==> src/rtl/calculator_seq_if.sv <==
`default_nettype none
`timescale 1ns/1ps
// ============================================================================
// Module   : calculator_seq_if
// Purpose  : Request/response bundle for the sequential calculator. The
//            master issues operands and consumes results; the slave is the
//            calculator itself.
// Revision : 1.0 - initial release
// ============================================================================
interface calculator_seq_if #(
  parameter int NB = 48
);
  logic          in_valid;
  logic          in_ready;
  logic [NB-1:0] a;
  logic [NB-1:0] b;
  logic [2:0]    operand;
  logic          out_valid;
  logic          out_ready;
  logic [NB-1:0] result;
  logic          ovf;
  logic          dz;
  logic          err;

  modport master (
    output in_valid, a, b, operand, out_ready,
    input  in_ready, out_valid, result, ovf, dz, err
  );

  modport slave (
    input  in_valid, a, b, operand, out_ready,
    output in_ready, out_valid, result, ovf, dz, err
  );
endinterface
`default_nettype wire

==> src/rtl/calculator_seq.sv <==
`default_nettype none
`timescale 1ns/1ps
// ============================================================================
// Module   : calculator_seq
// Purpose  : Signed NB-bit calculator. add/sub/illegal complete in one cycle;
//            mul (shift-add) and div/mod (restoring division) iterate over
//            NB cycles on operand magnitudes, then apply sign correction.
// Revision : 1.0 - initial release
// ============================================================================
module calculator_seq #(
  parameter int NB = 48
) (
  input  logic             clk,
  input  logic             rst,
  calculator_seq_if.slave  bus
);

  localparam int          CW     = $clog2(NB);
  localparam logic [2:0]  OP_ADD = 3'd0;
  localparam logic [2:0]  OP_SUB = 3'd1;
  localparam logic [2:0]  OP_MUL = 3'd2;
  localparam logic [2:0]  OP_DIV = 3'd3;
  localparam logic [2:0]  OP_MOD = 3'd4;

  typedef enum logic [1:0] {
    IDLE = 2'd0,
    CALC = 2'd1,
    DONE = 2'd2
  } state_t;

  state_t          state_q;
  logic            in_ready_q;
  logic            out_valid_q;
  logic [NB-1:0]   result_q;
  logic            ovf_q;
  logic            dz_q;
  logic            err_q;

  // Captured request context for the iterative engine
  logic [2:0]      op_q;
  logic            sign_q;    // sign of quotient / product
  logic            sa_q;      // sign of a (remainder follows it)
  logic            bz_q;      // divisor was zero
  logic [CW-1:0]   cnt_q;

  // Engine datapath: z_q is the multiplier (mul) or the dividend/quotient (div)
  logic [2*NB-1:0] prod_q;
  logic [2*NB-1:0] mcand_q;
  logic [NB-1:0]   z_q;
  logic [NB-1:0]   rem_q;
  logic [NB-1:0]   magb_q;

  // Single-cycle operations and operand magnitudes
  logic [NB-1:0]   mag_a, mag_b, add_res, sub_res;
  logic            add_ovf, sub_ovf;
  assign mag_a   = bus.a[NB-1] ? -bus.a : bus.a;
  assign mag_b   = bus.b[NB-1] ? -bus.b : bus.b;
  assign add_res = bus.a + bus.b;
  assign sub_res = bus.a - bus.b;
  assign add_ovf = (bus.a[NB-1] == bus.b[NB-1]) && (add_res[NB-1] != bus.a[NB-1]);
  assign sub_ovf = (bus.a[NB-1] != bus.b[NB-1]) && (sub_res[NB-1] != bus.a[NB-1]);

  // One shift-add multiply step
  logic [2*NB-1:0] prod_d, mcand_d;
  logic [NB-1:0]   mpl_d;
  assign prod_d  = z_q[0] ? (prod_q + mcand_q) : prod_q;
  assign mcand_d = {mcand_q[2*NB-2:0], 1'b0};
  assign mpl_d   = {1'b0, z_q[NB-1:1]};

  // One restoring-division step; the partial remainder always stays below
  // 2*|b| <= 2^NB, so NB bits hold it after the trial subtraction.
  logic [NB:0]     shift;
  logic            ge;
  logic [NB-1:0]   trial, rem_d, quo_d;
  assign shift = {rem_q, z_q[NB-1]};
  assign ge    = (shift >= {1'b0, magb_q});
  assign trial = shift[NB-1:0] - magb_q;
  assign rem_d = ge ? trial : shift[NB-1:0];
  assign quo_d = {z_q[NB-2:0], ge};

  // Sign correction applied on the final step
  logic [2*NB-1:0] prod_s;
  logic [NB-1:0]   quo_s, rem_s;
  logic            mul_ovf, div_ovf;
  assign prod_s  = sign_q ? -prod_d : prod_d;
  assign mul_ovf = (|prod_s[2*NB-1:NB-1]) && !(&prod_s[2*NB-1:NB-1]);
  assign quo_s   = sign_q ? -quo_d : quo_d;
  // A positive quotient with the top bit set is only reachable as MIN / -1
  assign div_ovf = !sign_q && quo_d[NB-1];
  assign rem_s   = sa_q ? -rem_d : rem_d;

  // Control FSM, engine iteration and registered outputs
  always_ff @(posedge clk or posedge rst) begin
    if (rst) begin
      state_q     <= IDLE;
      in_ready_q  <= 1'b1;
      out_valid_q <= 1'b0;
      result_q    <= '0;
      ovf_q       <= 1'b0;
      dz_q        <= 1'b0;
      err_q       <= 1'b0;
      op_q        <= OP_ADD;
      sign_q      <= 1'b0;
      sa_q        <= 1'b0;
      bz_q        <= 1'b0;
      cnt_q       <= '0;
      prod_q      <= '0;
      mcand_q     <= '0;
      z_q         <= '0;
      rem_q       <= '0;
      magb_q      <= '0;
    end else begin
      case (state_q)
        IDLE: begin
          if (bus.in_valid) begin
            in_ready_q <= 1'b0;
            op_q       <= bus.operand;
            sign_q     <= bus.a[NB-1] ^ bus.b[NB-1];
            sa_q       <= bus.a[NB-1];
            bz_q       <= (bus.b == '0);
            cnt_q      <= '0;
            ovf_q      <= 1'b0;
            dz_q       <= 1'b0;
            err_q      <= 1'b0;
            case (bus.operand)
              OP_ADD: begin
                result_q    <= add_res;
                ovf_q       <= add_ovf;
                out_valid_q <= 1'b1;
                state_q     <= DONE;
              end
              OP_SUB: begin
                result_q    <= sub_res;
                ovf_q       <= sub_ovf;
                out_valid_q <= 1'b1;
                state_q     <= DONE;
              end
              OP_MUL: begin
                prod_q  <= '0;
                mcand_q <= {{NB{1'b0}}, mag_a};
                z_q     <= mag_b;
                state_q <= CALC;
              end
              OP_DIV, OP_MOD: begin
                rem_q   <= '0;
                z_q     <= mag_a;
                magb_q  <= mag_b;
                state_q <= CALC;
              end
              default: begin
                result_q    <= '0;
                err_q       <= 1'b1;
                out_valid_q <= 1'b1;
                state_q     <= DONE;
              end
            endcase
          end
        end

        CALC: begin
          cnt_q <= cnt_q + CW'(1);
          if (op_q == OP_MUL) begin
            prod_q  <= prod_d;
            mcand_q <= mcand_d;
            z_q     <= mpl_d;
          end else begin
            rem_q <= rem_d;
            z_q   <= quo_d;
          end
          if (cnt_q == CW'(NB-1)) begin
            state_q     <= DONE;
            out_valid_q <= 1'b1;
            if (op_q == OP_MUL) begin
              result_q <= prod_s[NB-1:0];
              ovf_q    <= mul_ovf;
            end else if (bz_q) begin
              result_q <= '0;
              dz_q     <= 1'b1;
            end else if (op_q == OP_DIV) begin
              result_q <= quo_s;
              ovf_q    <= div_ovf;
            end else begin
              result_q <= rem_s;
            end
          end
        end

        DONE: begin
          if (bus.out_ready) begin
            state_q     <= IDLE;
            out_valid_q <= 1'b0;
            in_ready_q  <= 1'b1;
          end
        end

        default: begin
          state_q     <= IDLE;
          out_valid_q <= 1'b0;
          in_ready_q  <= 1'b1;
        end
      endcase
    end
  end

  assign bus.in_ready  = in_ready_q;
  assign bus.out_valid = out_valid_q;
  assign bus.result    = result_q;
  assign bus.ovf       = ovf_q;
  assign bus.dz        = dz_q;
  assign bus.err       = err_q;

endmodule
`default_nettype wire

==> src/flat_wrapper.sv <==
// flat-port wrapper written by rule: the top's interface ports become plain ports
module calculator_seq_flat 
#(
  parameter int NB = 48
)
  (clk, rst, bus_in_valid, bus_a, bus_b, bus_operand, bus_out_ready, bus_in_ready, bus_out_valid, bus_result, bus_ovf, bus_dz, bus_err);
  calculator_seq_if #(.NB(NB)) bus_i ();
  input  logic clk;
  input  logic rst;
  input wire logic [$bits(bus_i.in_valid)-1:0] bus_in_valid;
  input wire logic [$bits(bus_i.a)-1:0] bus_a;
  input wire logic [$bits(bus_i.b)-1:0] bus_b;
  input wire logic [$bits(bus_i.operand)-1:0] bus_operand;
  input wire logic [$bits(bus_i.out_ready)-1:0] bus_out_ready;
  output wire logic [$bits(bus_i.in_ready)-1:0] bus_in_ready;
  output wire logic [$bits(bus_i.out_valid)-1:0] bus_out_valid;
  output wire logic [$bits(bus_i.result)-1:0] bus_result;
  output wire logic [$bits(bus_i.ovf)-1:0] bus_ovf;
  output wire logic [$bits(bus_i.dz)-1:0] bus_dz;
  output wire logic [$bits(bus_i.err)-1:0] bus_err;
  assign bus_i.in_valid = bus_in_valid;
  assign bus_i.a = bus_a;
  assign bus_i.b = bus_b;
  assign bus_i.operand = bus_operand;
  assign bus_i.out_ready = bus_out_ready;
  assign bus_in_ready = bus_i.in_ready;
  assign bus_out_valid = bus_i.out_valid;
  assign bus_result = bus_i.result;
  assign bus_ovf = bus_i.ovf;
  assign bus_dz = bus_i.dz;
  assign bus_err = bus_i.err;
  calculator_seq #(.NB(NB)) u_core (.clk(clk), .rst(rst), .bus(bus_i));
endmodule
==> config.mk <==
export PLATFORM = sky130hd
export DESIGN_NAME = calculator_seq_flat
export DESIGN_NICKNAME = d
export VERILOG_FILES = /design/src/rtl/calculator_seq_if.sv /design/src/rtl/calculator_seq.sv /design/src/flat_wrapper.sv
export SDC_FILE = /design/constraint.sdc
export NUM_CORES = 2
export LEC_CHECK = 0
export BUFFER_PORTS_ARGS = -buffer_cell sky130_fd_sc_hd__buf_2
export CAP_MARGIN = 5
export CORE_AREA = 10 10 222 381
export CTS_BUF_LIST = sky130_fd_sc_hd__clkbuf_4
export DETAILED_ROUTE_END_ITERATION = 7
export DIE_AREA = 0 0 232 391
export PLACE_DENSITY_LB_ADDON = 0.1
export SETUP_SLACK_MARGIN = 0.3
export SLEW_MARGIN = 15
export SYNTH_ARGS = -nofsm -noshare
export SYNTH_HDL_FRONTEND = slang
export SYNTH_SLANG_ARGS = --single-unit
==> constraint.sdc <==
create_clock -name clk -period 15.7 [get_ports clk]
set_clock_uncertainty 0.1 [all_clocks]
set_input_delay 1.57 -clock clk [delete_from_list [all_inputs] [get_ports clk]]
set_output_delay 1.57 -clock clk [all_outputs]
set_load 0.005 [all_outputs]
# [Yosys cells after proc, flatten, opt, wreduce, memory -nomap -nowiden]
# Index checks and enable logic that the tools add are counted.
[totals] ff_bits=403 word_cells=139 output_inout_bits=53 inputBits=103
[op_classes] n_mux=57 add_sub_neg=10 n_reduce_logical=27 n_bitwise=2 n_eq_ne=25 order_cmp=1
[ops] op="$mux W96" count=8
[ops] op="$mux W48" count=15
[ops] op="$pmux W48 S2" count=4
[ops] op="$pmux W96 S2" count=2
[ops] op="$neg A48 Y48" count=4
[ops] op="$pmux W48 S3" count=1
[ops] op="$add A96 B96 Y96" count=1
[ops] op="$neg A96 Y96" count=1
[ops] op="$sub A48 B48 Y48" count=2
[ops] op="$ge A49 B48 Y1" count=1
[ops] op="$reduce_and A49 Y1" count=1
[ops] op="$reduce_or A49 Y1" count=1
[ops] op="$add A48 B48 Y48" count=1
[ops] op="$logic_not A48 Y1" count=1
[ops] op="$reduce_and A4 Y1" count=4
[ops] op="$mux W1" count=15
[ops] op="$eq A3 B2 Y1 const B" count=4
[ops] op="$ne A2 B2 Y1 const B" count=6
[ops] op="$pmux W6 S2" count=1
[ops] op="$reduce_and A3 Y1" count=4
[ops] op="$reduce_and A5 Y1" count=2
[ops] op="$mux W2" count=4
[ops] op="$add A6 B1 Y6 const B" count=1
[ops] op="$eq A6 B6 Y1 const B" count=1
[ops] op="other kinds (24)" count=37

# [Logic depth before layout (Yosys ltp)]
[logic_depth] word_depth=10 ltp_mapped=35 depth_no_buf=24

# [Worst setup path after synthesis]
# Ideal clock, no wire load.
[synth_path] path_type="reg2reg" startpoint="register u_core.z_q[0]" endpoint="register u_core.ovf_q, in the netlist u_core.bus.ovf" setup_slack_ns=5.661 t_required_ns=15.471 path_stages_with_launch=35 arrival_ns=9.809 setup_ns=0.129 synth_period_minus_slack_ns=10.039 path_cell_list="dfrtp_1 -> clkbuf_1 -> buf_2 -> buf_2 -> clkbuf_1 -> clkbuf_1 -> clkbuf_1 -> clkbuf_1 -> clkbuf_1 -> clkbuf_1 -> clkbuf_1 -> buf_2 -> buf_2 -> buf_1 -> buf_1 -> clkbuf_1 -> buf_1 -> mux2i_1 -> ha_1 -> nand2_1 -> nor4b_1 -> nand3_1 -> or2_2 -> or3_1 -> or4_1 -> or4_1 -> or3_1 -> or3_1 -> o41ai_1 -> xor2_1 -> nor4_1 -> nand3_1 -> nor4_1 -> a211o_1 -> a31oi_1"
[synth_between] elab_chain_cells=9 word_cells_on_any_way=10 classes_between="1 x add/sub; 5 x mux; 4 x reduce/logical"
[synth_rtl] element="start: declaration" line_no="calculator_seq.sv:49" text="logic [NB-1:0] z_q;"
[synth_rtl] element="start signal: assignment" line_no="calculator_seq.sv:141" text="z_q <= mag_b;"
[synth_rtl] element="start signal: assignment" line_no="calculator_seq.sv:146" text="z_q <= mag_a;"
[synth_rtl] element="start signal: assignment" line_no="calculator_seq.sv:165" text="z_q <= mpl_d;"
[synth_rtl] element="$mux W96 *" line_no="calculator_seq.sv:66" text="assign prod_d = z_q[0] ? (prod_q + mcand_q) : prod_q;"
[synth_rtl] element="$neg A96 Y96" line_no="calculator_seq.sv:85" text="assign prod_s = sign_q ? -prod_d : prod_d;"
[synth_rtl] element="$mux W96 *" line_no="calculator_seq.sv:85"
[synth_rtl] element="$reduce_and A49 Y1" line_no="calculator_seq.sv:86" text="assign mul_ovf = (|prod_s[2*NB-1:NB-1]) && !(&prod_s[2*NB-1:NB-1]);"
[synth_rtl] element="$logic_not A1 Y1" line_no="calculator_seq.sv:86"
[synth_rtl] element="$logic_and A1 B1 Y1 *" line_no="calculator_seq.sv:86"
[synth_rtl] element="$mux W1 *" line_no="calculator_seq.sv:173" text="if (op_q == OP_MUL) begin"
[synth_rtl] element="$mux W1 *" line_no="calculator_seq.sv:170" text="if (cnt_q == CW'(NB-1)) begin"
[synth_rtl] element="$pmux W1 S2 *" line_no="calculator_seq.sv:113" text="case (state_q)"
[synth_rtl] element="end signal: assignment" line_no="calculator_seq.sv:128" text="ovf_q <= add_ovf;"
[synth_rtl] element="end signal: assignment" line_no="calculator_seq.sv:175" text="ovf_q <= mul_ovf;"
[synth_rtl] element="end signal: assignment" line_no="calculator_seq.sv:181" text="ovf_q <= div_ovf;"
[synth_rtl] element="end: declaration" line_no="calculator_seq.sv:35" text="logic ovf_q;"
# Mark *: on every way between the ends. The rest lies on a longest branch, timed or not. The select of a mux whose other input is x is not followed.
# A chain may end at the register's enable or synchronous reset.

# [Final worst setup path]
# Same ends and word-level chain as after synthesis.

==> summary.md <==
| Metric | Value |
|---|---|
| LEAKAGE | 0.0189 uW |
| Via count | 46323 |
| DP Area | 43200 um^2 |
| Yosys top cell area share | 24.1% |
| Root buffer cell | clkbuf_4 |
| Gate Count Post-Synth | 5704 |
| Most used cell, CP | nand3_1 |
| GR Overflow Total | 0 |
| Clk buf depth | 3 |
| Crit. End Element | register |
| Max Slew Vio Count | 0 |
| Drt initial violations | 4457 |
| DR vias/cell | 6.80 |
| Initial core utilization | 53.4% |
| Final Hold Vio Count | 0 |
| Number of synthesized flops with an enable pin | 0 |
| Tmin final | 8.27 ns |
| Die footprint | 90700 um^2 |
| CP max stage cell | or4_1 |
| Commonest register cell after synthesis | dfrtp_1 |
| Mapped Avg Cell Area | 7.32 um^2 |
| Sequential cell area fraction in the yosys report | 24.1% |
| Count of cells resized by post-cts repair | 0 |
| Actual slew at the worst max-slew pin | 1.33 ns |
| RePlAce Congestion | 1.09 |
| Final net count | 6036 |
| Ports | 156 |
| Post-route ant nets | 0 |
| Final Util | 57.0% |
| Power per cell area | 156 nW/um^2 |
| Net Count, Synth | 6054 |
| Fmax | 0.121 GHz |
| Pre-antenna DRT Iters | 8 |
| Layout area overhead | 6.84% |
| Top cells by count, synth | nand2_1 (736), a21oi_1 (569), nor2_1 (497), o21ai_0 (475), dfrtp_1 (402) |
| Clock latency on the worst-skew pair | 1.15 ns |
| Worst path required time | 16.49 ns |
| Status | complete, no violations |
| Hold WC Path Type | register to register |
| Fraction of layout cells with a size suffix above 1 | 9.08% |
| Post-route setup slack | 7.43 ns |
| Total core area | 78300 um^2 |
| Tot GR Track Use | 40.8% |
| Reg2reg setup slack | 7.43 ns |
| Period utilisation layout | 52.7% |
| CP Data Arrival Time | 9.06 ns |
| Final setup viols | 0 |
| Num CTS Buffers | 101 |
| CTS tree | built |
| CP cell instances | buf_4 > mux2i_1 > ha_1 > nand2_1 > nor4b_1 > nand3_1 > or2_2 > or3_1 > or4_1 > or4_1 > nor3_1 > nand3_1 > o41ai_1 > xor2_1 > nor4_1 > nand3_1 > nor4_1 > a211o_1 > a31oi_1 |
| First-pass GRT wire length | 279000 um |
| Startpoint types | register |
| Clk slew on worst S/H paths | 0.07 ns |
| Worst Path Max Fanout | 77 |
| Dpl hpwl | 144000 um |
| Total power | 6960 uW |
| Unrepaired setup endpoints after global routing | no |
| Synth unique cells | 90 |
| Largest net degree at the start of global routing | 143 |
| VDD IR max | 0.0927 mV |
| Layout fillers | 7677 |
| Final setup TNS | 0 ns |
| Number of global-route vias before repair | 45012 |
| Post-CTS Hold Buffers | 0 |
| Worst slew margin | 11.2% |
| # rows | 136 |
| Die Wd | 232 um |
| Die Ht | 391 um |
| Port bufs | 155 |
| Setup CP Type | register to register |
| Ys async rst share | 100% |
| CTS sink count | 403 |
| CP max stage delay | 0.87 ns |
| WL/cell | 27.9 um |
| Drt drc | 0 |
| Max Cap Violations | 0 |
| H-tree Lvls | 3 |
| Yosys top cell by area | dfrtp_1 |
| Synth top area cells | dfrtp_1 (24%), ha_1 (7.3%), a21oi_1 (6.8%), nand2_1 (6.6%), o21ai_0 (5.7%) |
| Post-CTS setup repair buffer count | 0 |
| Post-route cell area | 44600 um^2 |
| DRT Wirelength | 190000 um |
| Worst slack, placed | 7.67 ns |
| Initial antenna violation count | 13 |
| Count leader, synth | nand2_1 |
| Yosys reg bits | 403 |
| Yosys warnings | 0 |
| Post-synthesis cell area | 41800 um^2 |
-- registers in the layout, summed over array words and instances (netlist names) --
signal and flops:
u_core.sign_q 1, u_core.bus.err 1, u_core.prod_q 96, u_core.magb_q 48
u_core.bz_q 1, u_core.sa_q 1, u_core.bus.dz 1, u_core.bus.ovf 1
u_core.bus.out_valid 1, u_core.mcand_q 96, u_core.state_q 2, u_core.op_q 3
u_core.bus.result 48, u_core.cnt_q 6, u_core.bus.in_ready 1, u_core.z_q 48
u_core.rem_q 48
-- path summary, 6_finish.rpt --
path                                endpoint      startpoint  depth (start not counted)
setup / recovery              u_core.bus.ovf   u_core.z_q[0]                         19
hold / removal                u_core.bus.err  u_core.bus.err                          2
setup reg to reg              u_core.bus.ovf   u_core.z_q[0]                         19
hold reg to reg               u_core.bus.err  u_core.bus.err                          2
max in group asynchronous     u_core.z_q[16]             rst                          4
min in group asynchronous  u_core.prod_q[44]             rst                          2
-- cells in the final DEF (no fill, tap or decap), types with 143 or more instances in the layout --
cell / instances
xnor2_1: 219
a21oi_1: 567
xor2_1: 152
inv_1: 213
o21ai_0: 473
ha_1: 243
buf_2: 154
clkbuf_4: 143
dfrtp_1: 400
nand2_1: 733
nor2_1: 493
-- power by group --
group / switching (uW) / total (uW) / internal [uW]
Clock: 515 / 964 / 449
Combinational: 2840 / 4410 / 1560
Sequential: 340 / 1590 / 1250
-- area by class of cell --
cell class	count	area [um^2]	share of cell area, %
multi-input combinational	4723	29700	66.5
sequential	403	10100	22.6
timing repair buffer	241	1440	3.23
tap	1035	1290	2.90
clock buffer	142	1070	2.39
inverter	216	820	1.84
clock inverter	36	209	0.468
antenna	13	32.5	0.0729
-- routing by layer --
layer / wire, um / vias up / global-route usage, %
met2: 90800 / 2399 / 68.2
li1: - / 20947 / -
met4: 21000 / 8 / 39.0
met3: 15600 / 910 / 10.2
met1: 62200 / 22059 / 40.6
met5: 107 / - / 0.485
-- metrics by stage --
stage | instances | hold WS, ns
after floorplan | 5704 | 0.353
after global placement | 6615 | 0.360
after detailed placement | 6615 | 0.369
after CTS | 6793 | 0.386
after global routing | 6799 | 0.400
final | 6809 | 0.381
-- worst max-delay path, delay by kind of cell, from the launching register on --
family | cells | cell delay [ns]
AO/OA/AOI/OAI | 3 | 0.64
XOR/XNOR | 1 | 0.18
buffers and inverters | 1 | 0.84
flip-flops | 1 | 0.71
AND/OR/NAND/NOR | 12 | 5.02
adder cells (fa/ha/maj) | 1 | 0.23
multiplexers | 1 | 0.39
-- cell families (layout without fill, tap and decap cells) --
logic type,count (synthesis),count (layout),share of synthesized area (%)
compound gates,2018,2018,30.7
simple gates,1987,1987,22.2
buf+inv,578,635,5.23
flops,403,403,24.1
xor+xnor,371,371,7.78
fa+ha+maj,247,247,7.47
mux,100,100,2.46
other cells,0,13,0
(Power assumes the default switching activity.)
